$ cat config.mk
export PLATFORM = sky130hd
export DESIGN_NAME = softmax_normalize
export DESIGN_NICKNAME = d
export VERILOG_FILES = /design/src/rtl/softmax_normalize.sv
export SDC_FILE = /design/constraint.sdc
export NUM_CORES = 1
export LEC_CHECK = 0
export CAP_MARGIN = 40
export CORE_UTILIZATION = 55
export DETAILED_ROUTE_END_ITERATION = 8
export PLACE_DENSITY = 0.72
export SYNTH_ARGS = -nofsm -noshare
export SYNTH_HDL_FRONTEND = slang
export SYNTH_SLANG_ARGS = --single-unit
export TNS_END_PERCENT = 100
$ cat constraint.sdc
create_clock -name clk -period 5.5 [get_ports clk]
set_clock_uncertainty 0.05 [all_clocks]
set_input_delay 1.1 -clock clk [delete_from_list [all_inputs] [get_ports clk]]
set_output_delay 1.1 -clock clk [all_outputs]
set_load 0.02 [all_outputs]
$ cat src/rtl/softmax_normalize.sv
// Softmax normalisation stage: buffers N clamped exponentials, sums them, then
// emits each element divided by the sum using a fixed-latency restoring divider.
module softmax_normalize #(
    parameter int WIDTH             = 16,
    parameter int FIXED_POINT_INDEX = 8,
    parameter int N                 = 4
) (
    input  logic                    clk,
    input  logic                    reset,
    input  logic                    in_valid,
    input  logic signed [WIDTH-1:0] in_data,
    output logic                    in_ready,
    output logic                    out_valid,
    output logic signed [WIDTH-1:0] out_data,
    output logic                    out_last,
    output logic                    out_err,
    input  logic                    out_ready,
    output logic                    busy
);

    localparam int FRAC      = FIXED_POINT_INDEX;
    localparam int SUM_WIDTH = WIDTH + $clog2(N);
    localparam int REM_W     = SUM_WIDTH + 1;
    localparam int QW        = FRAC + 1;
    localparam int IDX_W     = $clog2(N);
    localparam int CNT_W     = $clog2(FRAC + 1);

    typedef enum logic [1:0] {
        S_LOAD   = 2'd0,
        S_DIVIDE = 2'd1,
        S_OUTPUT = 2'd2
    } state_t;

    state_t state_q, state_d;

    logic [WIDTH-1:0]     elem_q [N];
    logic [WIDTH-1:0]     elem_d [N];
    logic [IDX_W-1:0]     idx_q, idx_d;
    logic [IDX_W-1:0]     k_q, k_d;
    logic [SUM_WIDTH-1:0] sum_q, sum_d;
    logic [REM_W-1:0]     rem_q, rem_d;
    logic [QW-1:0]        quo_q, quo_d;
    logic [CNT_W-1:0]     cnt_q, cnt_d;
    logic                 out_valid_q, out_valid_d;
    logic signed [WIDTH-1:0] out_data_q, out_data_d;
    logic                 out_last_q, out_last_d;
    logic                 out_err_q, out_err_d;

    logic                 accept;
    logic                 last_idx;
    logic                 last_k;
    logic                 sum_zero;
    logic [WIDTH-1:0]     in_clamped;
    logic                 rem_ge;
    logic [REM_W-1:0]     rem_sub;
    logic [QW-1:0]        q_full;

    // A negative exp value can only come from a wrapped upstream result.
    function automatic logic [WIDTH-1:0] clamp_neg(input logic signed [WIDTH-1:0] x);
        return x[WIDTH-1] ? '0 : x;
    endfunction

    function automatic logic [REM_W-1:0] div_step(input logic [REM_W-1:0] rem,
                                                  input logic [SUM_WIDTH-1:0] den,
                                                  input logic ge);
        logic [REM_W-1:0] r;
        r = ge ? rem - {1'b0, den} : rem;
        return r;
    endfunction

    assign accept     = in_valid && in_ready;
    assign last_idx   = (idx_q == IDX_W'(N - 1));
    assign last_k     = (k_q == IDX_W'(N - 1));
    assign sum_zero   = (sum_q == '0);
    assign in_clamped = clamp_neg(in_data);
    assign rem_ge     = (rem_q >= {1'b0, sum_q});
    assign rem_sub    = div_step(rem_q, sum_q, rem_ge);
    assign q_full     = {quo_q[QW-2:0], rem_ge};

    always_ff @(posedge clk or posedge reset) begin
        if (reset) begin
            state_q <= S_LOAD;
        end else begin
            state_q <= state_d;
        end
    end

    always_comb begin
        state_d = state_q;
        case (state_q)
            S_LOAD:   if (accept && last_idx) state_d = S_DIVIDE;
            S_DIVIDE: if (cnt_q == '0) state_d = S_OUTPUT;
            S_OUTPUT: if (out_ready) state_d = out_last_q ? S_LOAD : S_DIVIDE;
            default:  state_d = S_LOAD;
        endcase
    end

    always_comb begin
        in_ready  = (state_q == S_LOAD);
        busy      = (state_q != S_LOAD) || (idx_q != '0);
        out_valid = out_valid_q;
        out_data  = out_data_q;
        out_last  = out_last_q;
        out_err   = out_err_q;
    end

    // Load stage, one restoring-divide iteration per cycle, output hold.
    always_comb begin
        elem_d      = elem_q;
        idx_d       = idx_q;
        k_d         = k_q;
        sum_d       = sum_q;
        rem_d       = rem_q;
        quo_d       = quo_q;
        cnt_d       = cnt_q;
        out_valid_d = out_valid_q;
        out_data_d  = out_data_q;
        out_last_d  = out_last_q;
        out_err_d   = out_err_q;
        case (state_q)
            S_LOAD: begin
                if (accept) begin
                    elem_d[idx_q] = in_clamped;
                    sum_d         = sum_q + SUM_WIDTH'(in_clamped);
                    if (last_idx) begin
                        idx_d = '0;
                        k_d   = '0;
                        rem_d = REM_W'(elem_q[0]);
                        cnt_d = CNT_W'(FRAC);
                    end else begin
                        idx_d = idx_q + IDX_W'(1);
                    end
                end
            end
            S_DIVIDE: begin
                rem_d = rem_sub << 1;
                quo_d = q_full;
                cnt_d = cnt_q - CNT_W'(1);
                if (cnt_q == '0) begin
                    out_valid_d = 1'b1;
                    out_err_d   = sum_zero;
                    out_data_d  = sum_zero ? '0 : WIDTH'(q_full);
                    out_last_d  = last_k;
                end
            end
            S_OUTPUT: begin
                if (out_ready) begin
                    out_valid_d = 1'b0;
                    if (out_last_q) begin
                        sum_d      = '0;
                        out_last_d = 1'b0;
                        out_err_d  = 1'b0;
                    end else begin
                        k_d   = k_q + IDX_W'(1);
                        rem_d = REM_W'(elem_q[k_q + IDX_W'(1)]);
                        cnt_d = CNT_W'(FRAC);
                    end
                end
            end
            default: ;
        endcase
    end

    always_ff @(posedge clk or posedge reset) begin
        if (reset) begin
            for (int i = 0; i < N; i++) elem_q[i] <= '0;
            idx_q       <= '0;
            k_q         <= '0;
            sum_q       <= '0;
            rem_q       <= '0;
            quo_q       <= '0;
            cnt_q       <= '0;
            out_valid_q <= 1'b0;
            out_data_q  <= '0;
            out_last_q  <= 1'b0;
            out_err_q   <= 1'b0;
        end else begin
            elem_q      <= elem_d;
            idx_q       <= idx_d;
            k_q         <= k_d;
            sum_q       <= sum_d;
            rem_q       <= rem_d;
            quo_q       <= quo_d;
            cnt_q       <= cnt_d;
            out_valid_q <= out_valid_d;
            out_data_q  <= out_data_d;
            out_last_q  <= out_last_d;
            out_err_q   <= out_err_d;
        end
    end

endmodule
==> results.md, run 1 <==
- Synth Flop Type: dfrtp_1
- Max-cap check violation count: 0
- Finish-stage setup viols: 0
- Hpwl dp: 13.6 mm
- Max Clock Freq: 0.253 GHz
- # placed instances: 1,030
- Via/cell ratio: 6.05
- Power density cells: 675 mW/mm2
- Final Cycle Share: 71.9%
- Rows: 42
- Crit end category: flop
- Hold Vio Cnt, Final: 0
- Critical path, cell by cell: clkdlybuf4s50_1, nand2b_1, inv_1, ha_1, inv_1, fa_1, nor2b_1, o21ai_1, a21oi_1, o21a_1, o2111a_1, o21ai_0, a32o_1
- Net count, final: 939
- Largest net degree at the start of global routing: 48
- Slew at the pin with the worst max-slew slack: 874 ps
- Share of layout cells above drive strength 1: 9.03%
- Async set or reset register ratio after synthesis: 100%
- Initial DRT Pass Iterations: 5
- Post-DR wirelength/cell: 18.3 um
- P&R area growth vs syn: 14.8%
- Cell mode on critical path: inv_1
- Core ar.: 0.0135 mm2
- Postcts setup bufs: 0
- Post_cts resized: 0
- FF+latch count, synth: 127
- Worst-path maximum fanout: 15
- TNS Setup: 0 ps
- Worst rel slew slack: 41.4%
- RSZ-0062 raised after global routing: false
- Residual DRC: 0
- Leak Pwr: 4.06 nW
- CTS Hold Buffers Added: 0
- Antenna Nets Post-Route: 0
- Total Wirelength: 19.4 mm
- CTS Buf Count: 17
- Worst vdd ir: 0.349 mV
- HP Class: flop to flop
- Mapped Cells: 847
- Commonest non-fill, non-tap cell in the layout: dfrtp_1
- Initial antenna violation count: 0
- Post-Syn Area: 0.00770 mm2
- Buf/Inv on CP: 3
- Fin cells: 1,062
- Period minus WS final: 3960 ps
- Slowest cell delay on critical path: 650 ps
- Die W: 120 um
- RD Place Congestion: 0.939
- CTS tree: built
- Buffers on Ports: 33
- Worst-path clk slew: 60 ps
- Finished Core Util: 65.7%
- CP startpoint kind: input port
- Final Slew Violations: 0
- Vias in the first global route: 6,334
- Total number of vias: 6,428
- Initial Utilization: 57.3%
- ANT cells: 0
- Clock latency on the worst-skew pair: 420 ps
- Worst Path Required: 5760 ps
- Slowest CP cell: clkdlybuf4s50_1
- CTS H-tree lvls: 4
- Avg Inst Size Synth: 9.09 um2
- Ports: 41
- Clk sinks: 127
- Die Span Y: 120 um
- Post-synth EDFFs: 0
- Ys Warns: 0
- Total track usage: 29.1%
- Most frequent cells in the layout: 127 x dfrtp_1, 122 x nand2_1, 117 x o21ai_0
- First-pass GRT wire length: 32.4 mm
- Pwr Total: 5.97 mW
- Register area share after synthesis: 41.3%
- Crit-path leading delay family: compound AO/OA/AOI/OAI gates
- Run status: finished clean
- Crit path kind: input port to flop
- Die ar.: 0.0145 mm2
- GR Overflow Total: 0
- Critical path data arrival time: 4220 ps
- DRT iter0 DRCs: 510
- CTS Buffer Depth: 2
- Clock root cell: clkbuf_16
- Synth unique cells: 63
## stage by stage
step                setup slack, ps  area, um2  hold WS (ps)
finish                         1540       8840           424
detailed placement             1240       8210           419
global placement               1270       8150           408
CTS                            1590       8840           431
floorplan                       966       7720           395
global route                   1340       8840           458
## layout make-up
type                    count  area, um2
clock buffers              21        470
clock inverters            11        161
fillers                  1116       4610
inverters                  63        239
multi-input cells         616       4100
flip-flops and latches    127       3180
well taps                 176        220
repair buffers             48        473
## report_power, final
part	internal, mW	switching [mW]	leakage, nW	total (mW)
clock	0.790	0.414	0.313	1.20
combinational	1.28	1.83	2.13	3.12
sequential	1.34	0.314	1.62	1.65
## kinds of logic after synthesis
kind of cell | after synthesis | synth area share [%]
compound gates | 257 | 20.5
xor+xnor | 20 | 2.27
fa+ha+maj | 46 | 7.67
buf+inv | 110 | 5.86
flops | 127 | 41.3
mux | 37 | 7.41
other cells | 1 | 0.0487
simple gates | 249 | 15.0
## flip-flops by register name, summed over array words and instances, names as in the netlist
signal and cells:
out_err 1, out_last 1, idx_q 2, rem_q 19, elem_q 60, out_valid 1, cnt_q 4, state_q 2
k_q 2, quo_q 8, out_data 9, sum_q 18
## path summary, 6_finish.rpt
kind | startpoint | endpoint | slack, ps | cells past startpoint
setup / recovery | in_data[15] | sum_q[14] | 1540 | 13
max in group asynchronous | reset | elem_q[24] | 3340 | 3
setup reg to reg | state_q[0] | rem_q[7] | 2320 | 9
hold reg to reg | out_data[8] | out_data[8] | 420 | 2
hold / removal | out_data[8] | out_data[8] | 420 | 2
min in group asynchronous | reset | elem_q[39] | 1040 | 2
## synthesized netlist by cell type, types with 8 or more instances
cell type  number  area, um2
a211oi_1        9       67.6
xnor2_1        15        131
o21a_1          8       60.1
mux2_2         10        113
a21oi_1        33        165
clkbuf_1       31        116
nor2b_1        14       87.6
nand2b_1       27        169
nand3_1        12       60.1
a31oi_1        14       87.6
nor2_1         37        139
mux4_2         15        338
nand2_1       122        458
dfrtp_1       127       3180
buf_4           8       60.1
mux2i_1        12        120
ha_1           44        551
inv_1          63        236
o21ai_0       117        586
o22ai_1        13       81.3
## worst register-to-register path, stage by stage, from the launching register on
cell and delay (ps):
dfrtp_1 400, inv_1 100, ha_1 350, a21boi_1 200, a21oi_1 320, nor2b_2 790, buf_4 360, o21ai_0 120
a31oi_1 250, o22ai_1 120
## per-layer routing
metal	wire (um)	global-route usage, %	vias up
li1	-	-	3060
met1	8610	37.2	3119
met2	9080	46.7	207
met3	1100	7.97	42
met4	605	12.1	0
met5	0	0	-
Note: power is estimated with default switching activity, not from simulation.
==> run 2, diff against run 1 <==
clock period = 3.7 ns   (was 5.5 ns; I/O delays follow)
==> results.md, run 2 (synthesis results as in run 1) <==
- HP Class: flop to flop
- Crit path kind: input port to flop
- Initial DRT Pass Iterations: 5
- Worst Path Required: 3950 ps
- Psw: 3.90 mW
- Clock share of power: 19.5%
- Postcts setup bufs: 0
- Total Wirelength: 19.7 mm
- CTS Buffer Depth: 2
- Hold Vio Cnt, Final: 0
- DRT iter0 DRCs: 450
- Initial Utilization: 57.3%
- DP Area: 0.00827 mm2
- Sw Share: 43.6%
- Post_cts resized: 0
- Run status: finished clean
- CTS Buf Count: 17
- Ports: 41
- Largest net degree at the start of global routing: 128
- Post-DR wirelength/cell: 18.4 um
- Residual DRC: 0
- Critical path data arrival time: 3610 ps
- Core ar.: 0.0135 mm2
- Clock root cell: clkbuf_16
- Buffers on Ports: 33
- Final Cycle Share: 90.8%
- Total number of vias: 6,444
- CTS tree: built
- Max Clock Freq: 0.298 GHz
- Clk sinks: 127
- CP startpoint kind: input port
- Leak Pwr: 4.08 nW
- Finish-stage setup viols: 0
- Worst vdd ir: 0.473 mV
- Vias in the first global route: 6,448
- Most frequent cells in the layout: 127 x dfrtp_1, 122 x nand2_1, 117 x o21ai_0
- Crit end category: flop
- ANT cells: 0
- RSZ-0062 raised after global routing: false
- P&R area growth vs syn: 15.4%
- FILL cells: 1,105
- Clock latency on the worst-skew pair: 420 ps
- Hpwl dp: 13.7 mm
- Total track usage: 29.1%
- Die ar.: 0.0145 mm2
- Die Span Y: 120 um
- Hold path startpoint: elem_q[29]
- CP startpoint: in_data[15]
- Worst rel slew slack: 47.1%
- Final instance area: 0.00889 mm2
- GR Overflow Total: 0
- Int Power: 5.05 mW
- Finished Core Util: 66.1%
- Worst-path clk slew: 60 ps
- Max-cap check violation count: 0
- CTS Hold Buffers Added: 0
- Commonest non-fill, non-tap cell in the layout: dfrtp_1
- CTS H-tree lvls: 4
- Max reg flops: 60
- Die W: 120 um
- R2r startpoint: state_q[0]
- Register with the most flip-flops: elem_q
- Via/cell ratio: 6.02
- Rows: 42
- Worst-path maximum fanout: 9
- First-pass GRT wire length: 32.2 mm
- Share of layout cells above drive strength 1: 9.94%
- Power density cells: 1010 mW/mm2
- Period minus WS final: 3360 ps
- Top Registers: elem_q: 60 flops, rem_q: 19 flops, sum_q: 18 flops
- RD Place Congestion: 0.923
- Net count, final: 948
- Reg power frac: 27.4%
- Slew at the pin with the worst max-slew slack: 793 ps
- Final Slew Violations: 0
- Initial antenna violation count: 0
- Comb power frac: 53.0%
- Pwr Total: 8.94 mW
- Antenna Nets Post-Route: 0
[run 2: per-layer routing]
metal	global-route usage (%)	share of wire [%]	up-vias
met5	0	0	-
met4	12.8	3.5	0
met3	5.66	4.2	50
met2	48.9	49	166
met1	36.5	44	3159
li1	-	-	3069
[run 2: cell type report]
| cell class | instances | area [um2] | area share, % |
|---|---|---|---|
| multi-input cells | 616 | 4100 | 46.1 |
| flip-flops and latches | 127 | 3180 | 35.8 |
| repair buffers | 57 | 536 | 6.03 |
| clock buffers | 20 | 457 | 5.14 |
| inverters | 63 | 240 | 2.70 |
| well taps | 176 | 220 | 2.48 |
| clock inverters | 12 | 159 | 1.79 |
[run 2: power groups by stage]
stage	Sequential [mW]	Combinational, mW	Clock [mW]
5_1_grt	2.53	5.25	1.81
4_1_cts	2.45	4.71	1.76
2_1_floorplan	2.38	3.45	0
3_5_place_dp	2.46	4.64	0
3_3_place_gp	2.43	4.46	0
6_report	2.45	4.74	1.75
[run 2: critical path, stage by stage]
cell and delay [ps]:
clkdlybuf4s50_1 600, nand2b_1 260, inv_1 60, ha_1 160, inv_1 60, fa_1 370, nor2b_1 190, o21ai_1 110
a21oi_1 200, o21a_1 270, o2111a_1 240, o21ai_0 90, a32o_1 270
[run 2: worst paths after layout]
check	endpoint	slack (ps)	cells past startpoint
max	sum_q[14]	340	13
min	elem_q[29]	430	2
max reg2reg	rem_q[9]	660	8
min reg2reg	elem_q[29]	430	2
max in group asynchronous	elem_q[17]	2290	3
min in group asynchronous	elem_q[11]	820	3
[run 2: per-stage QoR]
step	hold WS [ps]	setup TNS, ps	setup slack (ps)	std cells
3_5_place_dp	416	-36.7	-36.7	1039
2_1_floorplan	395	0	684	853
6_report	428	0	340	1071
3_3_place_gp	408	0	55.5	1039
4_1_cts	428	0	369	1071
5_1_grt	449	0	167	1071
